$ cat src/rtl/order_pkg.sv
// order_pkg: shared types and constants for the order egress path.
package order_pkg;

  localparam int unsigned DATA_W = 32;
  localparam int unsigned IDX_W  = 3;

  localparam logic       SIDE_BUY = 1'b1;
  localparam logic [7:0] HDR_BUY  = 8'h42;

  typedef enum logic [1:0] {
    ST_IDLE,
    ST_ISSUE,
    ST_WAIT_TX
  } sched_state_e;

  typedef struct packed {
    logic              buy;
    logic [DATA_W-1:0] px;
    logic [DATA_W-1:0] qty;
  } order_t;

endpackage

$ cat src/rtl/rr_arbiter.sv
// rr_arbiter: combinational round-robin pick, searching upward from ptr_i
// with wrap. ptr_i must be below NUM_REQ.
module rr_arbiter #(
  parameter int unsigned NUM_REQ = 4,
  parameter int unsigned IDX_W   = 3
) (
  input  logic [NUM_REQ-1:0] req_i,
  input  logic [IDX_W-1:0]   ptr_i,
  output logic [NUM_REQ-1:0] gnt_o,
  output logic [IDX_W-1:0]   idx_o,
  output logic               any_o
);

  // First active request at or after the pointer wins.
  always_comb begin
    int unsigned cand;
    gnt_o = '0;
    idx_o = '0;
    any_o = 1'b0;
    cand  = 0;
    for (int unsigned k = 0; k < NUM_REQ; k++) begin
      cand = 32'(ptr_i) + k;
      if (cand >= NUM_REQ) cand = cand - NUM_REQ;
      if (!any_o && req_i[cand]) begin
        gnt_o[cand] = 1'b1;
        idx_o       = IDX_W'(cand);
        any_o       = 1'b1;
      end
    end
  end

endmodule

$ cat src/rtl/order_egress_sched.sv
// order_egress_sched: arbitrates strategy order requests onto the order
// encoder, one order in flight at a time, under a token-bucket rate limit.
// Optional risk check on quantity: define ORDER_SCHED_RISK_CHECK_EN.
module order_egress_sched
  import order_pkg::*;
#(
  parameter int unsigned NUM_REQ       = 4,
  parameter int unsigned TOKENS_MAX    = 8,
  parameter int unsigned REFILL_PERIOD = 100,
  parameter int unsigned WAIT_TIMEOUT  = 64,
  parameter int unsigned MAX_QTY       = 10000
) (
  input  logic                      clk,
  input  logic                      rst,
  input  logic [NUM_REQ-1:0]        req_valid,
  output logic [NUM_REQ-1:0]        req_ready,
  input  logic [NUM_REQ-1:0]        req_buy,
  input  logic [DATA_W*NUM_REQ-1:0] req_px,
  input  logic [DATA_W*NUM_REQ-1:0] req_qty,
  output logic                      enc_in_valid,
  output logic                      enc_in_buy,
  output logic [DATA_W-1:0]         enc_in_px,
  output logic [DATA_W-1:0]         enc_in_qty,
  input  logic                      snp_tvalid,
  input  logic                      snp_tready,
  input  logic                      snp_tlast,
  output logic [IDX_W-1:0]          grant_id,
  output logic [3:0]                tokens,
  output logic                      tx_timeout,
  output logic                      reject
);

  localparam int unsigned RC_W = (REFILL_PERIOD > 1) ? $clog2(REFILL_PERIOD) : 1;
  localparam int unsigned WT_W = (WAIT_TIMEOUT > 1) ? $clog2(WAIT_TIMEOUT) : 1;
  localparam logic [RC_W-1:0]  RC_LAST  = RC_W'(REFILL_PERIOD - 1);
  localparam logic [WT_W-1:0]  WT_LAST  = WT_W'(WAIT_TIMEOUT - 1);
  localparam logic [3:0]       TOK_FULL = 4'(TOKENS_MAX);
  localparam logic [IDX_W-1:0] IDX_LAST = IDX_W'(NUM_REQ - 1);

  sched_state_e       state_q, state_d;
  logic [IDX_W-1:0]   rr_ptr_q, rr_ptr_d;
  logic [IDX_W-1:0]   grant_q, grant_d;
  logic [3:0]         tokens_q, tokens_d;
  logic [RC_W-1:0]    refill_cnt_q, refill_cnt_d;
  logic [WT_W-1:0]    wait_cnt_q, wait_cnt_d;
  order_t             order_q, order_d;

  logic [NUM_REQ-1:0] arb_gnt;
  logic [IDX_W-1:0]   arb_idx;
  logic               arb_any;
  order_t             win;
  logic               consume, refill;
  logic [NUM_REQ-1:0] ready_c;
  logic               valid_c, timeout_c, reject_c;

  rr_arbiter #(
    .NUM_REQ (NUM_REQ),
    .IDX_W   (IDX_W)
  ) u_arb (
    .req_i (req_valid),
    .ptr_i (rr_ptr_q),
    .gnt_o (arb_gnt),
    .idx_o (arb_idx),
    .any_o (arb_any)
  );

  // Select the winning requester's order fields.
  always_comb begin
    win = '0;
    for (int unsigned i = 0; i < NUM_REQ; i++) begin
      if (arb_idx == IDX_W'(i)) begin
        win.buy = req_buy[i];
        win.px  = req_px[i*DATA_W +: DATA_W];
        win.qty = req_qty[i*DATA_W +: DATA_W];
      end
    end
  end

  // FSM next state, handshakes and order latching.
  always_comb begin
    state_d    = state_q;
    rr_ptr_d   = rr_ptr_q;
    grant_d    = grant_q;
    order_d    = order_q;
    wait_cnt_d = wait_cnt_q;
    ready_c    = '0;
    valid_c    = 1'b0;
    timeout_c  = 1'b0;
    reject_c   = 1'b0;
    consume    = 1'b0;
    unique case (state_q)
      ST_IDLE: begin
        wait_cnt_d = '0;
        // Gated on rst so req_ready drops the instant reset asserts.
        if (!rst && arb_any && tokens_q != '0) begin
          ready_c  = arb_gnt;
          grant_d  = arb_idx;
          rr_ptr_d = (arb_idx == IDX_LAST) ? '0 : arb_idx + 1'b1;
`ifdef ORDER_SCHED_RISK_CHECK_EN
          if (win.qty == '0 || win.qty > DATA_W'(MAX_QTY)) begin
            reject_c = 1'b1;
          end else begin
            order_d = win;
            state_d = ST_ISSUE;
          end
`else
          order_d = win;
          state_d = ST_ISSUE;
`endif
        end
      end
      ST_ISSUE: begin
        valid_c    = 1'b1;
        consume    = 1'b1;
        wait_cnt_d = '0;
        state_d    = ST_WAIT_TX;
      end
      ST_WAIT_TX: begin
        if (snp_tvalid && snp_tready && snp_tlast) begin
          state_d = ST_IDLE;
        end else if (wait_cnt_q == WT_LAST) begin
          timeout_c = 1'b1;
          state_d   = ST_IDLE;
        end else begin
          wait_cnt_d = wait_cnt_q + 1'b1;
        end
      end
      default: state_d = ST_IDLE;
    endcase
  end

  // Token bucket: periodic refill saturating at full, one token per issue.
  always_comb begin
    refill       = (refill_cnt_q == RC_LAST);
    refill_cnt_d = refill ? '0 : refill_cnt_q + 1'b1;
    tokens_d     = tokens_q;
    if (refill && !consume) begin
      if (tokens_q != TOK_FULL) tokens_d = tokens_q + 1'b1;
    end else if (!refill && consume) begin
      tokens_d = tokens_q - 1'b1;
    end
  end

  // FSM state register.
  always_ff @(posedge clk or posedge rst) begin
    if (rst) state_q <= ST_IDLE;
    else     state_q <= state_d;
  end

  // Datapath, pointer and bucket registers.
  always_ff @(posedge clk or posedge rst) begin
    if (rst) begin
      rr_ptr_q     <= '0;
      grant_q      <= '0;
      tokens_q     <= TOK_FULL;
      refill_cnt_q <= '0;
      wait_cnt_q   <= '0;
      order_q      <= '0;
    end else begin
      rr_ptr_q     <= rr_ptr_d;
      grant_q      <= grant_d;
      tokens_q     <= tokens_d;
      refill_cnt_q <= refill_cnt_d;
      wait_cnt_q   <= wait_cnt_d;
      order_q      <= order_d;
    end
  end

`ifndef ORDER_SCHED_RISK_CHECK_EN
  logic unused_max_qty;
  assign unused_max_qty = ^MAX_QTY;
`endif

  assign req_ready    = ready_c;
  assign enc_in_valid = valid_c;
  assign enc_in_buy   = order_q.buy;
  assign enc_in_px    = order_q.px;
  assign enc_in_qty   = order_q.qty;
  assign grant_id     = grant_q;
  assign tokens       = tokens_q;
  assign tx_timeout   = timeout_c;
  assign reject       = reject_c;

endmodule

$ cat config.mk
export PLATFORM = sky130hd
export DESIGN_NAME = order_egress_sched
export DESIGN_NICKNAME = d
export VERILOG_FILES = /design/src/rtl/order_pkg.sv /design/src/rtl/rr_arbiter.sv /design/src/rtl/order_egress_sched.sv
export SDC_FILE = /design/constraint.sdc
export NUM_CORES = 1
export LEC_CHECK = 0
export CORE_AREA = 5 5 134 136
export DETAILED_ROUTE_END_ITERATION = 10
export DIE_AREA = 0 0 139 141
export PLACE_DENSITY = 0.88
export SETUP_SLACK_MARGIN = 0.05
export SLEW_MARGIN = 20
export SYNTH_ARGS = -nofsm -noshare
export SYNTH_HDL_FRONTEND = slang
export SYNTH_HIERARCHICAL = 1
export SYNTH_SLANG_ARGS = --single-unit
$ cat constraint.sdc
create_clock -name clk -period 5.55 [get_ports clk]
set_input_delay 0.555 -clock clk [delete_from_list [all_inputs] [get_ports clk]]
set_output_delay 0.555 -clock clk [all_outputs]
set_load 0.005 [all_outputs]
==> impl_metrics.yaml, run 1 <==
die:
  start_util: 0.3596
  io-pin-count: 348
  die_x_um: 139
  coreArea_sq_um: 16820
  placement_rows: 48
  die-height_um: 141
  die_area_sq_um: 19600
final_layout:
  multi_input_area_sq_um: 3466
  postLayoutCellArea_sq_um: 9899
  seqCellArea_sq_um: 2253
  area_growth_pct: 63.71
  fillCellCount: 1430
  fin_nets: 1241
  drive_gt1_frac: 0.05000
  diodes: 0
clock_tree:
  cts-root-buf: "clkbuf_16"
  postCtsHoldBufs: 0
  clk_path_buf_depth: 2
  postCtsSetupBuffers: 0
  tritoncts: "done"
  htree_levels: 3
  clock-sinks: 90
  clkTransAtPathRegs_ns: 0.07
  cts.repair.resized: 0
  numCtsBuffers: 9
  clkLatencyLatePin_ns: 0.34
place:
  port_buffers: 346
  gp_congestion: 0.9663
  place_area_sq_um: 9619
  dpl.hpwl_um: 17920
timing:
  period_minus_slack_ns: 4.785
  rsz0062_at_grt: "no"
  holdWs_ns: 0.4767
  drv_slew: 0
  setup_violations: 0
  tns_ns: 0
  worstMarginPinSlew_ns: 1.013
  slew_headroom: 0.3231
  clock_skew_ns: 0.009703
  max_clock_freq_ghz: 0.2090
  finalHoldViolations: 0
  post-route-period-util: 0.8621
synth:
  syn-cell-area_sq_um: 6047
  synthTopCellsByArea: "dfrtp_1 37%, a221o_1 11%, a32oi_1 9.4%"
  netlist.area_leader.share: 0.3683
  synth_flop_cell: "dfrtp_1"
  synth_cell_types: 59
  synth_edf_count: 0
  synth_top_area_cell: "dfrtp_1"
  yosysWarnings: 6
  synth_nets: 941
  synth_area_per_cell_sq_um: 9.232
  synthArstFlopShare: 1.000
  synthTopCellsByCount: "89 x dfrtp_1, 76 x nor2_1, 74 x a21oi_1"
  synth_most_common_cell: "dfrtp_1"
  ys_ff_latch: 90
  synth_cells: 655
  seq_area_frac_synth: 0.3726
worst_setup_path:
  reg2reg_slack_ns: 0.77
  critPathCaptureType: "flip-flop"
  crit_type: "reg -> reg"
  worst_setup_path_start_kind: "flip-flop"
  crit_family: "compound AO/OA/AOI/OAI gates"
  path_cells: "inv_1 -> ha_1 -> nor2b_1 -> o21ai_0 -> a21oi_1 -> a211o_1 -> inv_1 -> ha_1 -> nor2b_4 -> buf_4 -> a221o_1 -> a32oi_1 -> a21oi_1"
  required_ns: 5.81
  crit_buf_inv: 3
  path_max_fanout: 38
  cpPeakStageDelay_ns: 0.88
  arrival_ns: 5.04
  critPathSlowestCell: "dfrtp_1"
detailed_routing:
  vias: 6770
  firstDrtPassIters: 6
  antenna_left: 0
  drt_iter0_drc: 464
  finalWirelength_um: 24140
  via_per_inst: 5.713
  wl_per_cell_um: 20.37
  route.detailed.drc: 0
global_route:
  gr-total-overflow: 0
  grt_pass1_wl_um: 36150
  first_global_vias: 6480
  grt_max_degree: 77
  gr-usage-all-layers: 0.2298
  antenna_found_initial: 0
pwr:
  power_mw: 1.668
  power.leakage_nw: 3.834
  p_per_area_nw_per_um2: 168.5
  ir_drop_mv: 0.1835
job:
  drv_cap: 0
worst_hold_path:
  worstHoldPathType: "reg -> reg"
status:
  outcome: "finished clean"
==> flip-flops by register name, summed over array words and instances (netlist names) <==
register,count
wait_cnt_q,6
rr_ptr_q,3
state_q,2
enc_in_buy,1
refill_cnt_q,7
grant_id,3
enc_in_qty,32
tokens,4
enc_in_px,32
==> metal layers <==
metal	up-vias	share of wire	GRT usage
met3	49	0.091	0.06343
met4	0	0.026	0.08033
met2	369	0.49	0.3897
met5	-	0	0
li1	3103	-	-
met1	3249	0.39	0.2822
==> per-stage QoR <==
stage / utilization / worst slack [ns] / cells
final: 0.5887 / 0.7653 / 1185
after global routing: 0.5887 / 0.4496 / 1185
after CTS: 0.5887 / 0.7860 / 1185
after detailed placement: 0.5720 / 0.8316 / 1169
after global placement: 0.5720 / 1.035 / 1169
after floorplan: - / 2.050 / 655
==> worst min-delay path, stage by stage, from the launching register on <==
cell,delay (ns)
dfrtp_1,0.34
nand2_1,0.05
nand2_1,0.05
==> power by group <==
group	total [mW]	switching (mW)	internal, mW	leakage (nW)
Combinational	0.429	0.160	0.270	2.46
Clock	0.583	0.267	0.316	0.131
Sequential	0.656	0.0000563	0.656	1.24
Total	1.67	0.426	1.24	3.83
==> worst paths after layout <==
check,from,end,cells after the start
max,rr_ptr_q[0],enc_in_qty[0],13
max in group asynchronous,rst,enc_in_qty[10],3
min,grant_id[2],grant_id[2],2
max reg2reg,rr_ptr_q[0],enc_in_qty[0],13
min in group asynchronous,rst,tokens[2],2
min reg2reg,grant_id[2],grant_id[2],2
==> cells in the final DEF, fill, tap and decap left out, types with 2 or more instances in the layout <==
master and count:
clkdlybuf4s50_1 346, dfrtp_1 89, nor2_1 75, a21oi_1 74
a221o_1 69, nand2b_1 69, a32oi_1 65, nand2_1 20
ha_1 14, o21ai_0 13, clkbuf_16 9, inv_1 8
nand3_1 6, mux2i_1 6, buf_4 6, xnor2_1 5
and2_1 5, xor2_1 4, nor3_1 4, mux2_1 4
o211ai_1 3, clkinvlp_4 3, buf_12 3, nor2b_1 3
a211o_1 3, inv_4 2, nor2b_4 2, inv_2 2
o21ai_1 2, and3_1 2, o31ai_1 2, nand4b_1 2
clkinv_2 2, mux4_2 2, nor3b_1 2, and3b_1 2
or2b_2 2, o32ai_1 2
==> kinds of logic (layout without fill, tap and decap cells) <==
family                   after synthesis  after routing  synth area share
AO/OA/AOI/OAI                        242            242            0.3093
XOR/XNOR                               9              9           0.01303
adder cells (fa/ha/maj)               17             17           0.03642
buffers and inverters                 78            383           0.06042
flip-flops                            90             90            0.3726
multiplexers                          13             13           0.02669
other                                  1              1         0.0006201
AND/OR/NAND/NOR                      205            205            0.1808
==> final cells by class <==
cell class | count | area share
clock buffer | 10 | 0.02414
clock inverter | 6 | 0.004171
inverter | 12 | 0.005056
multi-input combinational | 487 | 0.3501
sequential | 90 | 0.2276
tap | 225 | 0.02844
timing repair buffer | 355 | 0.3605
(Power assumes the default switching activity.)
==> run 2: changes to the inputs <==
- CORE_AREA: 5 5 134 136 -> 2 2 135 137
- DIE_AREA: 0 0 139 141 -> 0 0 137 139
- PLACE_DENSITY: 0.88 -> 0.84
==> run 2 against run 1 <==
Net effect: total power up 1.7%; combinational power up 1%; sequential share of layout area down 0.11 points; setup slack better by 0.39 ns; via count down 1.2%; clock power up 3.9%; design area up 0.51%; register-to-register slack better by 0.50 ns; utilization down 2.5 points; clock skew up 0.0019 ns.
==> impl_metrics.yaml, run 2 (synthesized netlist as in run 1, its figures left out) <==
status:
  outcome: "finished clean"
place:
  port_buffers: 346
  place_area_sq_um: 9664
  gp_congestion: 0.9672
  dpl.hpwl_um: 17100
  pre_cts_ws_ns: 1.360
pwr:
  comb_power_share: 0.256
  p_per_area_nw_per_um2: 170.5
  switchingPower_mw: 0.4527
  ir_drop_mv: 0.1325
  power.leakage_nw: 3.857
  switching_share: 0.2669
  p_int_mw: 1.243
  seqPwrFrac: 0.386
  pwr-share-clk: 0.357
clock_tree:
  clk_path_buf_depth: 2
  htree_levels: 3
  clock-sinks: 90
  numCtsBuffers: 9
  cts.repair.resized: 0
  clkLatencyLatePin_ns: 0.34
  postCtsHoldBufs: 0
  cts-root-buf: "clkbuf_16"
  postCtsSetupBuffers: 0
  tritoncts: "done"
  clkTransAtPathRegs_ns: 0.08
worst_setup_path:
  cpPeakStageDelay_ns: 0.89
  arrival_ns: 3.84
  rr_endpoint: "enc_in_px[31]"
  critPathSlowestCell: "dfrtp_1"
  ff2ff_path_depth: 12
  required_ns: 4.99
  path_max_fanout: 27
  critPathLaunch: "rr_ptr_q[0]"
  cp-endpoint: "req_ready[0]"
  worst_setup_path_start_kind: "flip-flop"
  reg2reg_from: "rr_ptr_q[0]"
  critPathCaptureType: "output pin"
  cp_num_cells: 8
  reg2reg_slack_ns: 1.27
  path_cells: "inv_1 -> ha_1 -> nor2b_1 -> o211ai_1 -> a21boi_0 -> a221o_1 -> and2_1 -> clkdlybuf4s50_1"
  crit_buf_inv: 2
  crit_family: "flip-flops"
  crit_type: "reg -> out"
global_route:
  antenna_found_initial: 0
  first_global_vias: 6301
  grt_max_degree: 94
  gr-total-overflow: 0
  grt_pass1_wl_um: 34540
  gr-usage-all-layers: 0.2316
timing:
  slew_headroom: 0.3822
  worstMarginPinSlew_ns: 0.9266
  setup_violations: 0
  tns_ns: 0
  period_minus_slack_ns: 4.390
  finalWorstSetupSlack_ns: 1.160
  max_clock_freq_ghz: 0.2278
  finalHoldViolations: 0
  clock_skew_ns: 0.01157
  rsz0062_at_grt: "no"
  drv_slew: 0
  holdWs_ns: 0.4867
  post-route-period-util: 0.7910
detailed_routing:
  finalWirelength_um: 23230
  via_per_inst: 5.617
  wl_met1_um: 8941
  drt_iter0_drc: 395
  route.detailed.drc: 0
  wl_met2_um: 11360
  dr_wl_met3_um: 2353
  firstDrtPassIters: 6
  vias: 6690
  wl_per_cell_um: 19.50
  antenna_left: 0
  highest_layer: "met4"
final_layout:
  area_growth_pct: 64.54
  drive_gt1_frac: 0.05198
  layout.cells.most_common: "clkdlybuf4s50_1"
  layout_common_cells: "346 x clkdlybuf4s50_1, 89 x dfrtp_1, 75 x nor2_1"
  fillCellCount: 1538
  fin_nets: 1243
  postLayoutCellArea_sq_um: 9950
  diodes: 0
die:
  die-height_um: 139
  io-pin-count: 348
  die_x_um: 137
  placement_rows: 49
  coreArea_sq_um: 17660
  die_area_sq_um: 19040
  start_util: 0.3425
job:
  drv_cap: 0
worst_hold_path:
  worstHoldPathType: "reg -> reg"
## run 2: cell types whose count changed in the layout (fill, tap and decap cells not counted)
cell,delta
clkbuf_8,-1
inv_8,+2
clkinvlp_4,-1
inv_6,+1
clkinv_2,-1
buf_12,+2
## run 2: stage by stage
step	util	instances	total power [mW]
after CTS	0.5635	1191	1.717
final	0.5635	1191	1.696
after floorplan	-	655	0.8545
after global placement	0.5473	1175	1.097
after detailed placement	0.5473	1175	1.101
after global routing	0.5635	1191	1.775
## run 2: worst min path at each step
stage | start | cells past startpoint | to | slack [ns]
6_report | refill_cnt_q[0] | 1 | refill_cnt_q[0] | 0.49
5_1_grt | refill_cnt_q[0] | 1 | refill_cnt_q[0] | 0.51
4_1_cts | refill_cnt_q[0] | 1 | refill_cnt_q[0] | 0.48
3_5_place_dp | refill_cnt_q[0] | 1 | refill_cnt_q[0] | 0.48
3_3_place_gp | grant_id[2] | 2 | grant_id[2] | 0.46
2_1_floorplan | refill_cnt_q[0] | 1 | refill_cnt_q[0] | 0.45
## run 2: final cells by class
cell class                 instances  area [sq um]  area share
timing repair buffer             357          3608      0.3627
multi-input combinational        487          3466      0.3483
sequential                        90          2253      0.2265
tap                              229         286.5     0.02880
clock buffer                       9         225.2     0.02264
clock inverter                     7         60.06    0.006036
inverter                          12         50.05    0.005030
## run 2: power groups by stage
stage / sequential (mW) / clock [mW] / combinational [mW]
2_1_floorplan: 0.668 / 0 / 0.186
3_3_place_gp: 0.668 / 0 / 0.429
3_5_place_dp: 0.668 / 0 / 0.433
4_1_cts: 0.655 / 0.627 / 0.435
5_1_grt: 0.655 / 0.656 / 0.464
6_report: 0.655 / 0.606 / 0.435
## run 2: metal layers
layer / vias to the layer above / track usage
met5: - / 0
met4: 0 / 0.07868
met2: 339 / 0.3886
li1: 3112 / -
met1: 3200 / 0.2840
met3: 39 / 0.06323
==> run 3: changes to the inputs <==
- CORE_AREA: 2 2 135 137 -> 2 2 136 138
- DIE_AREA: 0 0 137 139 -> 0 0 138 140
- PLACE_DENSITY: 0.84 -> 0.83
- clock period: 5.55 -> 4.3 ns (I/O delays scaled with it)
==> run 3 against run 2 <==
Net effect: critical path depth stayed put; sequential share of layout area is 0.19 points lower; final cell count is 0.42% higher; critical path type unchanged; highest routed layer unchanged.
==> impl_metrics.yaml, run 3 (synthesized netlist as in run 1, its figures left out) <==
status:
  outcome: "finished clean"
detailed_routing:
  drt_iter0_drc: 463
  vias: 6640
  via_per_inst: 5.552
  wl_per_cell_um: 19.22
  antenna_left: 0
  finalWirelength_um: 22990
  route.detailed.drc: 0
  firstDrtPassIters: 7
clock_tree:
  clkLatencyLatePin_ns: 0.34
  postCtsSetupBuffers: 0
  tritoncts: "done"
  numCtsBuffers: 9
  cts-root-buf: "clkbuf_16"
  clock-sinks: 90
  postCtsHoldBufs: 0
  htree_levels: 3
  clkTransAtPathRegs_ns: 0.07
  clk_path_buf_depth: 2
  cts.repair.resized: 0
worst_setup_path:
  path_max_fanout: 14
  crit_family: "compound AO/OA/AOI/OAI gates"
  crit_buf_inv: 2
  rr_endpoint: "enc_in_qty[24]"
  cpPeakStageDelay_ns: 0.61
  critPathCaptureType: "output pin"
  ff2ff_path_depth: 13
  critPathSlowestCell: "dfrtp_1"
  reg2reg_from: "rr_ptr_q[1]"
  path_cells: "inv_1 -> ha_1 -> nor2b_1 -> o211ai_1 -> a21boi_0 -> a221o_1 -> and2_1 -> clkdlybuf4s50_1"
  required_ns: 3.87
  reg2reg_slack_ns: 0.52
  worst_setup_path_start_kind: "flip-flop"
  crit_type: "reg -> out"
  arrival_ns: 3.44
worst_hold_path:
  hold_end: "refill_cnt_q[0]"
  min-delay-start: "refill_cnt_q[0]"
  worstHoldPathType: "reg -> reg"
  worstHoldPathCells: 1
global_route:
  antenna_found_initial: 0
  first_global_vias: 6533
  gr-total-overflow: 0
  grt_max_degree: 88
  gr-usage-all-layers: 0.2326
  grt_pass1_wl_um: 36160
die:
  die-height_um: 140
  coreArea_sq_um: 17780
  die_area_sq_um: 19320
  die_x_um: 138
  start_util: 0.3401
  placement_rows: 49
  io-pin-count: 348
final_layout:
  postLayoutCoreUtil: 0.5643
  diodes: 0
  layout.cells.most_common: "clkdlybuf4s50_1"
  fillCellCount: 1555
  drive_gt1_frac: 0.05688
  area_growth_pct: 65.92
  seqCellArea_sq_um: 2253
  fin_nets: 1248
  multi_input_area_sq_um: 3466
  layout_common_cells: "346 x clkdlybuf4s50_1, 89 x dfrtp_1, 75 x nor2_1"
pwr:
  ir_drop_mv: 0.1729
  power.leakage_nw: 3.907
  p_per_area_nw_per_um2: 233.4
timing:
  drv_slew: 0
  slew_headroom: 0.4258
  period_minus_slack_ns: 3.869
  max_clock_freq_ghz: 0.2585
  finalHoldViolations: 0
  worstMarginPinSlew_ns: 0.8612
  tns_ns: 0
  rsz0062_at_grt: "no"
  setup_violations: 0
  clock_skew_ns: 0.008066
  post-route-period-util: 0.8997
place:
  dpl.hpwl_um: 16700
  port_buffers: 346
  gp_congestion: 0.8954
job:
  drv_cap: 0
-- run 3: cell types whose count changed in the layout (fill, tap and decap cells not counted) --
cell	delta
clkinvlp_4	-1
clkinv_2	-1
buf_12	-3
buf_4	+7
bufinv_16	+3
buf_16	+1
inv_8	-2
clkinv_4	+1
-- run 3: how the worst max path moves through the flow --
stage	start	to	cells after the start
4_1_cts	rr_ptr_q[1]	req_ready[3]	8
3_3_place_gp	rr_ptr_q[1]	enc_in_qty[30]	13
5_1_grt	rr_ptr_q[1]	req_ready[3]	8
2_1_floorplan	rr_ptr_q[0]	enc_in_px[14]	17
6_report	rr_ptr_q[1]	req_ready[3]	8
3_5_place_dp	rr_ptr_q[1]	enc_in_qty[13]	13
-- run 3: final cells by class --
cell class | instances | area share
multi-input combinational | 487 | 0.3454
clock buffer | 9 | 0.02245
inverter | 12 | 0.004988
timing repair buffer | 362 | 0.3616
clock inverter | 7 | 0.01235
tap | 229 | 0.02856
sequential | 90 | 0.2246
-- run 3: metrics by stage --
stage / worst slack (ns) / cells / cell area, sq um / hold WS (ns) / total power [mW]
after global placement: 0.7426 / 1179 / 9657 / 0.4694 / 1.408
after CTS: 0.4871 / 1195 / 10010 / 0.4811 / 2.363
after floorplan: 0.7998 / 655 / 6047 / 0.4479 / 1.103
after detailed placement: 0.6254 / 1179 / 9657 / 0.4718 / 1.416
after global routing: 0.1566 / 1196 / 10030 / 0.5044 / 2.438
final: 0.4313 / 1196 / 10030 / 0.4803 / 2.341
-- run 3: report_power, final --
part	switching (mW)	internal, mW
combinational	0.205	0.352
sequential	0.0000692	0.846
clock	0.365	0.574
-- run 3: layer usage --
layer	vias up	track usage	wire length, um
met1	3151	0.2932	9149
met3	45	0.04718	1712
met4	0	0.09291	754
li1	3113	-	-
met2	331	0.3929	11370
met5	-	0	0
